## config.mk

```make
export PLATFORM = sky130hd
export DESIGN_NAME = ddr2_ck_cke_sequencer
export DESIGN_NICKNAME = d
export VERILOG_FILES = /design/src/rtl/ddr2_ck_cke_sequencer.sv
export SDC_FILE = /design/constraint.sdc
export NUM_CORES = 1
export LEC_CHECK = 0
export ABC_AREA = 1
export ABC_CLOCK_PERIOD_IN_PS = 2200
export CAP_MARGIN = 20
export CORE_MARGIN = 1
export CORE_UTILIZATION = 40
export CTS_CLUSTER_DIAMETER = 50
export DETAILED_ROUTE_END_ITERATION = 10
export GPL_TIMING_DRIVEN = 0
export RECOVER_POWER = 25
export SLEW_MARGIN = 20
export SYNTH_ARGS = -nofsm -noshare
export SYNTH_HDL_FRONTEND = slang
export SYNTH_SLANG_ARGS = --single-unit
```

## constraint.sdc

```tcl
create_clock -name clk -period 2.2 [get_ports clk]
set_clock_uncertainty 0.1 [all_clocks]
set_input_delay 0.44 -clock clk [delete_from_list [all_inputs] [get_ports clk]]
set_output_delay 0.44 -clock clk [all_outputs]
set_load 0.005 [all_outputs]
```

## src/rtl/ddr2_ck_cke_sequencer.sv

```systemverilog
// ddr2_ck_cke_sequencer
//
// Sequences the DDR2 memory clock pair and CKE from power-up through normal
// operation and clock-stop episodes.  The memory clock is running and stable
// before CKE goes high.  CKE is low before the clock is gated.  init_done is
// then raised to the DDR2 init/command controller.
//
// Ports
//   clk         controller clock, same clock as the clock output stage
//   rst_n       synchronous reset, active-low
//   clk_locked  PLL/DCM lock, synchronous to clk
//   stop_req    level request to stop the memory clock
//   ck_en       per-lane memory clock enable (1 = toggling)
//   ddr_cke     DDR2 CKE
//   init_done   power-up sequence complete
//   stop_ack    high while the clock is stopped or restarting
//
// state      | meaning
// -----------+---------------------------------------------------------
// WAIT_LOCK  | clock gated, CKE low, waiting for the PLL to lock
// STABLE     | clock running with CKE low for STABLE_CYCLES
// CKE_WAIT   | CKE high, waiting CKE_DLY_CYCLES before init_done
// RUN        | normal operation, honours stop_req
// STOP_CKE   | CKE low with clock still running for STOP_DLY_CYCLES
// STOPPED    | clock gated, waits for stop_req to drop
// RESTART    | clock running with CKE low for RESTART_DLY_CYCLES

module ddr2_ck_cke_sequencer #(
    parameter int CLK_WIDTH          = 1,
    parameter int STABLE_CYCLES      = 40000,
    parameter int CKE_DLY_CYCLES     = 80,
    parameter int STOP_DLY_CYCLES    = 8,
    parameter int RESTART_DLY_CYCLES = 8,
    parameter int CNT_WIDTH          = 16
) (
    input  logic                 clk,
    input  logic                 rst_n,
    input  logic                 clk_locked,
    input  logic                 stop_req,
    output logic [CLK_WIDTH-1:0] ck_en,
    output logic                 ddr_cke,
    output logic                 init_done,
    output logic                 stop_ack
);

    localparam logic [2:0] WAIT_LOCK = 3'd0;
    localparam logic [2:0] STABLE    = 3'd1;
    localparam logic [2:0] CKE_WAIT  = 3'd2;
    localparam logic [2:0] RUN       = 3'd3;
    localparam logic [2:0] STOP_CKE  = 3'd4;
    localparam logic [2:0] STOPPED   = 3'd5;
    localparam logic [2:0] RESTART   = 3'd6;

    // Terminal counts: a timed state lasting N cycles exits when cnt == N-1.
    localparam logic [CNT_WIDTH-1:0] STABLE_TC  = CNT_WIDTH'(STABLE_CYCLES - 1);
    localparam logic [CNT_WIDTH-1:0] CKE_TC     = CNT_WIDTH'(CKE_DLY_CYCLES - 1);
    localparam logic [CNT_WIDTH-1:0] STOP_TC    = CNT_WIDTH'(STOP_DLY_CYCLES - 1);
    localparam logic [CNT_WIDTH-1:0] RESTART_TC = CNT_WIDTH'(RESTART_DLY_CYCLES - 1);

    logic [2:0]           state;
    logic [2:0]           state_nxt;
    logic [CNT_WIDTH-1:0] cnt;
    logic [CNT_WIDTH-1:0] cnt_nxt;
    logic [CNT_WIDTH-1:0] cnt_tc;
    logic                 timer_done;

    logic [CLK_WIDTH-1:0] ck_en_nxt;
    logic                 ddr_cke_nxt;
    logic                 init_done_nxt;
    logic                 stop_ack_nxt;

    always_comb begin
        cnt_tc = '0;
        case (state)
            STABLE:   cnt_tc = STABLE_TC;
            CKE_WAIT: cnt_tc = CKE_TC;
            STOP_CKE: cnt_tc = STOP_TC;
            RESTART:  cnt_tc = RESTART_TC;
            default:  cnt_tc = '0;
        endcase
    end

    assign timer_done = (cnt == cnt_tc);

    always_comb begin
        state_nxt = state;
        cnt_nxt   = cnt + CNT_WIDTH'(1);
        if (!clk_locked) begin
            // Lock loss overrides everything except reset and abandons any count.
            state_nxt = WAIT_LOCK;
            cnt_nxt   = '0;
        end else begin
            case (state)
                WAIT_LOCK: begin
                    state_nxt = STABLE;
                    cnt_nxt   = '0;
                end
                STABLE: begin
                    if (timer_done) begin
                        state_nxt = CKE_WAIT;
                        cnt_nxt   = '0;
                    end
                end
                CKE_WAIT: begin
                    if (timer_done) begin
                        state_nxt = RUN;
                        cnt_nxt   = '0;
                    end
                end
                RUN: begin
                    cnt_nxt = '0;
                    if (stop_req) begin
                        state_nxt = STOP_CKE;
                    end
                end
                STOP_CKE: begin
                    // Not abortable: a dropped stop_req is honoured from STOPPED.
                    if (timer_done) begin
                        state_nxt = STOPPED;
                        cnt_nxt   = '0;
                    end
                end
                STOPPED: begin
                    cnt_nxt = '0;
                    if (!stop_req) begin
                        state_nxt = RESTART;
                    end
                end
                RESTART: begin
                    if (timer_done) begin
                        state_nxt = RUN;
                        cnt_nxt   = '0;
                    end
                end
                default: begin
                    state_nxt = WAIT_LOCK;
                    cnt_nxt   = '0;
                end
            endcase
        end
    end

    // Outputs are decoded from the next state and registered, so they always
    // match the state register without a combinational output path.
    always_comb begin
        ck_en_nxt     = '0;
        ddr_cke_nxt   = 1'b0;
        init_done_nxt = 1'b0;
        stop_ack_nxt  = 1'b0;
        case (state_nxt)
            STABLE: begin
                ck_en_nxt = '1;
            end
            CKE_WAIT: begin
                ck_en_nxt   = '1;
                ddr_cke_nxt = 1'b1;
            end
            RUN: begin
                ck_en_nxt     = '1;
                ddr_cke_nxt   = 1'b1;
                init_done_nxt = 1'b1;
            end
            STOP_CKE: begin
                ck_en_nxt     = '1;
                init_done_nxt = 1'b1;
            end
            STOPPED: begin
                init_done_nxt = 1'b1;
                stop_ack_nxt  = 1'b1;
            end
            RESTART: begin
                ck_en_nxt     = '1;
                init_done_nxt = 1'b1;
                stop_ack_nxt  = 1'b1;
            end
            default: begin
                ck_en_nxt = '0;
            end
        endcase
    end

    always_ff @(posedge clk) begin
        if (!rst_n) begin
            state     <= WAIT_LOCK;
            cnt       <= '0;
            ck_en     <= '0;
            ddr_cke   <= 1'b0;
            init_done <= 1'b0;
            stop_ack  <= 1'b0;
        end else begin
            state     <= state_nxt;
            cnt       <= cnt_nxt;
            ck_en     <= ck_en_nxt;
            ddr_cke   <= ddr_cke_nxt;
            init_done <= init_done_nxt;
            stop_ack  <= stop_ack_nxt;
        end
    end

endmodule

```

==> results.txt, run 1 <==
----------------------------------------------------
[Clocking]
  CTS root buf ... sky130_fd_sc_hd__clkbuf_4
  Max H-tree Level ... 1
  Clock tree from TritonCTS ... done
  Number of clock sinks ... 23
  Hold buffers post-CTS ... 0
  Resized cells post-CTS ... 0
  CTS Buf Count ... 3
  Postcts setup bufs ... 0
  Number of buffers on the longest clock path ... 2
  Worst skew pair latency ... 310 ps
  Clock-pin slew on the worst setup and hold paths ... 130 ps

[STA]
  Worst hold-check slack ... ~390 ps
  Worst Tran Pin Value ... 362.9 ps
  Number of pins with negative max-slew slack in the final report ... 0
  Max Fclk ... 526.4 MHz
  Aggregate negative setup slack ... 0 ps
  Share of the clock period used by the worst path ... between 80 and 90%
  Headroom to the max-slew limit ... 75.59%
  Setup repair after global routing missed its margin ... false
  Smallest setup slack after layout ... ~300 ps
  Post-route minimum period ... 1900 ps
  Total setup violations reported at the end of the flow ... 0
  Hold Fails Final Rpt ... 0

[Floorplanning]
  IO Pins ... 8
  Area of the core region ... 2805 sq um
  Die width ... 57.11 um
  Starting utilization of the core area ... between 40% and 50%
  Height of the die ... 57.11 um
  Die area ... 3262 sq um
  Std cell rows ... 19

[Critical path]
  Max Fanout on Critical Path ... 10
  Slowest cell delay on critical path ... 460 ps
  Critical Setup Path Class ... flip-flop to flip-flop
  Nature of the critical path endpoint ... flip-flop
  Critical Path, Cell by Cell ... inv_2 -> nor2_1 -> nand3_1 -> nand2_1 -> nand2_1 -> nor2_2 -> or2_1 -> clkbuf_2 -> buf_6 -> nor2_1
  Startpoint class of the critical path ... flip-flop
  Worst path arrival time ... 2020 ps
  Crit path required time ... around 2300 ps
  Highest-delay cell along the critical path ... sky130_fd_sc_hd__dfxtp_1

[Run status]
  Outcome ... completed

[Synth]
  Post-synth EDFFs ... 0
  Post-synthesis net count ... 180
  Number of distinct library cell variants in the gate-level netlist after synthesis ... 24
  Syn. warnings ... 0
  Total standard cell area after synthesis ... 1215 sq um
  Fraction of synthesized cell area taken by the top area cell type ... 37.90%
  Cell type contributing the most total cell area after synthesis ... sky130_fd_sc_hd__dfxtp_1
  Number of synthesized register bits ... 23
  Part of the Yosys area used for sequential elements ... between 30% and 40%
  Cell count after synthesis ... 175
  Fraction of registers with async set or reset after synthesis ... 0%
  Cell types with the largest area share after synthesis ... sky130_fd_sc_hd__dfxtp_1, sky130_fd_sc_hd__nand2_1, sky130_fd_sc_hd__nor2_1, sky130_fd_sc_hd__inv_1, sky130_fd_sc_hd__nand3_1
  Mean instance size in the synthesized netlist ... 6.942 sq um
  Flip-flop cell with the highest count after synthesis ... sky130_fd_sc_hd__dfxtp_1

[GRT]
  Number of global-route vias before repair ... about 970
  Remaining global-route overflow ... 0
  Wire length of the first global-routing pass ... 4084 um
  Initial antenna violation count ... 0
  Global router's overall resource usage ... 15.78%
  Largest net degree at the start of global routing ... 14

[Detailed routing]
  Wire length per cell ... 10.60 um
  Final antenna-violating net count ... 0
  Routed wire length ... between 2000 and 2500 um
  Violation count after the first detailed-route iteration ... between 80 and 90
  Iteration count of the initial detailed-routing pass ... 4
  Via density per instance ... slightly below 5
  DR DRC count ... 0
  Count of vias placed by the detailed router ... 1063

[Layout]
  Sequential Area ... 460.4 sq um
  Synthesis-to-layout area growth ... 10.50%
  Area taken by multi-input logic gates ... 643.1 sq um
  Number of filler cells placed in the layout ... between 200 and 300
  Highest-count cells in the layout ignoring fill and taps ... sky130_fd_sc_hd__nand2_1, sky130_fd_sc_hd__dfxtp_1, sky130_fd_sc_hd__nor2_1, sky130_fd_sc_hd__inv_1, sky130_fd_sc_hd__nand3_1
  Diode insertion count for antenna repair ... 0
  Proportion of layout cells with a drive suffix above 1 ... 13.44%
  Post-route standard cell area excluding fillers ... 1343 sq um
  Net total in the final layout ... 192
  Most common cell after layout, fill and taps aside ... sky130_fd_sc_hd__nand2_1

[Placement]
  Final weighted congestion of routability-driven global placement ... 0.8675
  Buffers added on ports ... 7
  Detail Placement HPWL ... 1802 um
  Area post-placement ... 1324 sq um
  Dpl ws ... 280.6 ps

[Power]
  Total power after layout ... around 0.00073 W
  Total power per unit cell area ... 544.6 nW/um^2
  Leakage ... 0.5324 nW
  Combinational cell fraction of total power ... between 10% and 20%
  Relative contribution of sequential cells to total power ... between 50% and 60%
  Clock share of power ... 26.9%
  VDD IR max ... between 300 and 400 uV
  Cell internal pwr ... 0.0005303 W
  Net switching fraction of the power ... 27.47%
  Net load switching power ... 0.0002008 W

[Hold path]
  Hold crit path type ... flip-flop to flip-flop

[Flow run]
  Reported max-cap violation count ... 0

----------------------------------------------------
[layout make-up]
cell class                      instances  share of cell area (%)
Multi-Input combinational cell        127                   47.90
Sequential cell                        23                   34.30
Inverter                               23                   6.431
Timing Repair Buffer                    7                   5.219
Tap cell                               31                   2.889
Clock buffer                            3                   1.678
Buffer                                  2                   1.212
Clock inverter                          1                  0.3728
[logic make-up (layout without fill, tap and decap cells)]
family	after synthesis	in the layout	synth area share (%)
DFF	23	23	37.90
buffers and inverters	25	36	8.959
and+or+nand+nor	104	104	39.86
AOI/OAI and AO/OA	16	16	7.931
adders and majority gates	1	1	1.030
xor gates and xnor gates	6	6	4.325
[cell usage after synthesis (2+ instances only)]
library cell / number
sky130_fd_sc_hd__inv_2: 3
sky130_fd_sc_hd__nand3_1: 14
sky130_fd_sc_hd__o21bai_1: 2
sky130_fd_sc_hd__nor3b_2: 2
sky130_fd_sc_hd__nand4_1: 3
sky130_fd_sc_hd__a21oi_1: 6
sky130_fd_sc_hd__nor3_1: 6
sky130_fd_sc_hd__nand2_1: 42
sky130_fd_sc_hd__dfxtp_1: 23
sky130_fd_sc_hd__nor2_1: 21
sky130_fd_sc_hd__buf_6: 2
sky130_fd_sc_hd__o21ai_0: 4
sky130_fd_sc_hd__nor2_2: 11
sky130_fd_sc_hd__nor4_1: 2
sky130_fd_sc_hd__xnor2_1: 2
sky130_fd_sc_hd__a21oi_2: 2
sky130_fd_sc_hd__inv_1: 20
sky130_fd_sc_hd__xor2_1: 4
[registers in the layout, summed over array words and instances (netlist names)]
register / count
init_done: 1
stop_ack: 1
state: 3
cnt: 16
ddr_cke: 1
ck_en: 1
[per-layer routing]
layer | track usage, % | vias to the layer above | wire [um]
met1 | 21.38 | 468 | 1206
met5 | 0 | - | 0
met4 | 3.136 | 0 | 15
li1 | - | 578 | -
met2 | 26.05 | 14 | 1001
met3 | 3.401 | 3 | 75
[final timing paths]
path | start | end | slack (ps) | cells past startpoint
worst max-delay path | state[0] | cnt[12] | 300 | 10
worst min-delay path | cnt[0] | cnt[0] | 390 | 1
worst max register to register | state[0] | cnt[12] | 300 | 10
worst min register to register | cnt[0] | cnt[0] | 390 | 1
[power by group through the flow]
stage	sequential [W]	clock (W)	combinational (W)
global route	0.000434	0.000221	0.000117
CTS	0.000433	0.000208	0.000106
detailed placement	0.000442	0	0.000106
floorplan	0.000441	0	0.0000771
global placement	0.000442	0	0.000106
finish	0.000432	0.000196	0.000102
[worst max-delay path: cells and delay by family (launching register included)]
kind	cells	cell delay, ps
simple gates	7	700
flops	1	460
buf+inv	3	510
[metrics by stage]
| stage | util (%) | cells |
|---|---|---|
| after detailed placement | 47.19 | 213 |
| after CTS | 48.17 | 217 |
| after floorplan | - | 175 |
| after global routing | 47.86 | 217 |
| final | 47.86 | 217 |
| after global placement | 47.19 | 213 |
No activity file was read; power rests on OpenSTA's default activity.
==> run 2: changes to the inputs <==
CELL_PAD_IN_SITES_DETAIL_PLACEMENT = 1   (was default)
CELL_PAD_IN_SITES_GLOBAL_PLACEMENT = 2   (was default)
CORE_UTILIZATION = 32   (was 40)
PLACE_DENSITY_LB_ADDON = 0.1   (was default)
==> run 2 against run 1 <==
Clock power up 40%. Utilization down 9.9 points. Critical path type unchanged. Worst setup slack better by 12 ps. Highest routed layer unchanged. Fmax is 0.64% higher. Global-route usage grew 1.3 points. Sequential power is essentially flat. Die area increased by 24%. Hold slack lost 7.4 ps. Non-clock buffer count is the same.
==> results.txt, run 2 (same netlist as run 1, synthesis figures left out) <==
----------------------------------------------------
[Floorplanning]
  Std cell rows ... 22
  Area of the core region ... 3661 sq um
  Height of the die ... 63.62 um
  Starting utilization of the core area ... 33.19%
  Die area ... 4047 sq um
  IO Pins ... 8
  Die width ... about 64 um

[Critical path]
  Crit path required time ... 2270 ps
  Max Fanout on Critical Path ... 10
  Nature of the critical path endpoint ... flip-flop
  Highest-delay cell along the critical path ... sky130_fd_sc_hd__dfxtp_1
  Critical Path, Cell by Cell ... inv_2 -> nor2_1 -> nand3_1 -> nand2_1 -> nand2_1 -> nor2_2 -> or2_0 -> buf_6 -> buf_6 -> nor2_1
  Worst path arrival time ... around 2000 ps
  Critical Setup Path Class ... flip-flop to flip-flop
  Startpoint class of the critical path ... flip-flop
  Slowest cell delay on critical path ... 460 ps

[STA]
  Worst Tran Pin Value ... 377.5 ps
  Headroom to the max-slew limit ... roughly three quarters
  Worst hold-check slack ... approximately 380 ps
  Number of pins with negative max-slew slack in the final report ... 0
  Hold Fails Final Rpt ... 0
  Max Fclk ... about 530 MHz
  Total setup violations reported at the end of the flow ... 0
  Aggregate negative setup slack ... 0 ps
  Post-route minimum period ... between 1500 and 2000 ps
  Setup repair after global routing missed its margin ... false
  Share of the clock period used by the worst path ... 85.80%

[Layout]
  Largest reg by FF count ... cnt
  Largest registers ... cnt x16, state x3
  Number of filler cells placed in the layout ... 499
  Synthesis-to-layout area growth ... 14.42%
  Most common cell after layout, fill and taps aside ... sky130_fd_sc_hd__nand2_1
  Final cell utilization of the core ... 37.97%
  Proportion of layout cells with a drive suffix above 1 ... a little over an eighth
  Highest-count cells in the layout ignoring fill and taps ... sky130_fd_sc_hd__nand2_1, sky130_fd_sc_hd__dfxtp_1, sky130_fd_sc_hd__nor2_1, sky130_fd_sc_hd__inv_1, sky130_fd_sc_hd__nand3_1
  Net total in the final layout ... around 190
  Diode insertion count for antenna repair ... 0
  Post-route standard cell area excluding fillers ... 1390 sq um
  Flip-flop count of the largest register, all copies and words added ... 16

[Clocking]
  Postcts setup bufs ... 0
  Number of clock sinks ... 23
  CTS root buf ... sky130_fd_sc_hd__clkbuf_8
  Resized cells post-CTS ... 0
  Clock-pin slew on the worst setup and hold paths ... about 80 ps
  Hold buffers post-CTS ... 0
  Clock tree from TritonCTS ... done
  Worst skew pair latency ... 270 ps
  Max H-tree Level ... 1
  CTS Buf Count ... 3
  Number of buffers on the longest clock path ... 2

[Run status]
  Outcome ... completed

[Power]
  Total power per unit cell area ... 587.9 nW/um^2
  Net load switching power ... 0.0002240 W
  Clock share of power ... 33.6%
  Relative contribution of sequential cells to total power ... 52.9%
  Cell internal pwr ... 0.0005933 W
  Leakage ... 0.5399 nW
  Net switching fraction of the power ... 27.41%
  Total power after layout ... a little over 0.0008 W
  Combinational cell fraction of total power ... between 10% and 20%
  VDD IR max ... roughly 210 uV

[GRT]
  Global router's overall resource usage ... between 10% and 20%
  Remaining global-route overflow ... 0
  Largest net degree at the start of global routing ... 13
  Initial antenna violation count ... 0
  Number of global-route vias before repair ... around 1200
  Wire length of the first global-routing pass ... 5237 um

[Detailed routing]
  Routed wire length ... approximately 3000 um
  Violation count after the first detailed-route iteration ... 11
  Wire length per cell ... approximately 13 um
  Iteration count of the initial detailed-routing pass ... 2
  Final antenna-violating net count ... 0
  DR DRC count ... 0
  Via density per instance ... ~4.8
  Count of vias placed by the detailed router ... 1122

[Hold path]
  Hold crit path type ... flip-flop to flip-flop

[Placement]
  Buffers added on ports ... 7
  Final weighted congestion of routability-driven global placement ... between 0.7 and 0.8
  Detail Placement HPWL ... 2375 um
  Area post-placement ... ~1300 sq um

[Flow run]
  Reported max-cap violation count ... 0

----------------------------------------------------
[run 2: cell count changes in the layout (fill, tap and decap cells not counted)]
cell                       change
sky130_fd_sc_hd__nand2_1       -1
sky130_fd_sc_hd__nand2_2       +1
sky130_fd_sc_hd__clkbuf_1      +1
sky130_fd_sc_hd__clkbuf_8      +3
sky130_fd_sc_hd__or2_1         -1
sky130_fd_sc_hd__clkbuf_4      -3
sky130_fd_sc_hd__clkbuf_2      -1
sky130_fd_sc_hd__or2_0         +1
sky130_fd_sc_hd__buf_6         +1
sky130_fd_sc_hd__clkinv_2      -1
[run 2: through the flow]
| step | instances | worst slack, ps |
|---|---|---|
| 6_report | 234 | 312.3 |
| 5_1_grt | 234 | 52.35 |
| 4_1_cts | 234 | 302.7 |
| 3_3_place_gp | 230 | 277.3 |
| 2_1_floorplan | 175 | 631.2 |
| 3_5_place_dp | 230 | 232.6 |
[run 2: critical path, delay by kind of cell, from the launching register on]
family | cells | cell delay (ps)
AND/OR/NAND/NOR | 7 | 790
flip-flops | 1 | 460
buffers and inverters | 3 | 430
[run 2: layer usage]
layer  wire length, um  track usage [%]  vias up
li1                  -                -      575
met1              1413            20.31      535
met2              1487            29.26        7
met3                46            2.717        5
met4                65            8.523        0
met5                 0                0        -
[run 2: power groups by stage]
stage                     Sequential, W  Clock (W)  Combinational [W]
after global placement         0.000442          0           0.000111
after global routing           0.000434   0.000295           0.000128
after detailed placement       0.000443          0           0.000113
after CTS                      0.000433   0.000290           0.000114
after floorplan                0.000441          0          0.0000771
final                          0.000432   0.000274           0.000111
[run 2: layout make-up]
class | count | area [sq um] | area share [%]
multi-input cells | 127 | 645.6 | 46.44
flip-flops and latches | 23 | 460.4 | 33.12
inverters | 23 | 86.33 | 6.211
repair buffers | 7 | 70.07 | 5.041
well taps | 48 | 60.06 | 4.320
clock buffers | 4 | 45.04 | 3.240
plain buffers | 2 | 22.52 | 1.620
[run 2: worst paths after layout]
path	start	endpoint	slack (ps)	depth (start not counted)
max	state[0]	cnt[12]	310	10
min	cnt[0]	cnt[0]	380	1
max reg2reg	state[0]	cnt[12]	310	10
min reg2reg	cnt[0]	cnt[0]	380	1
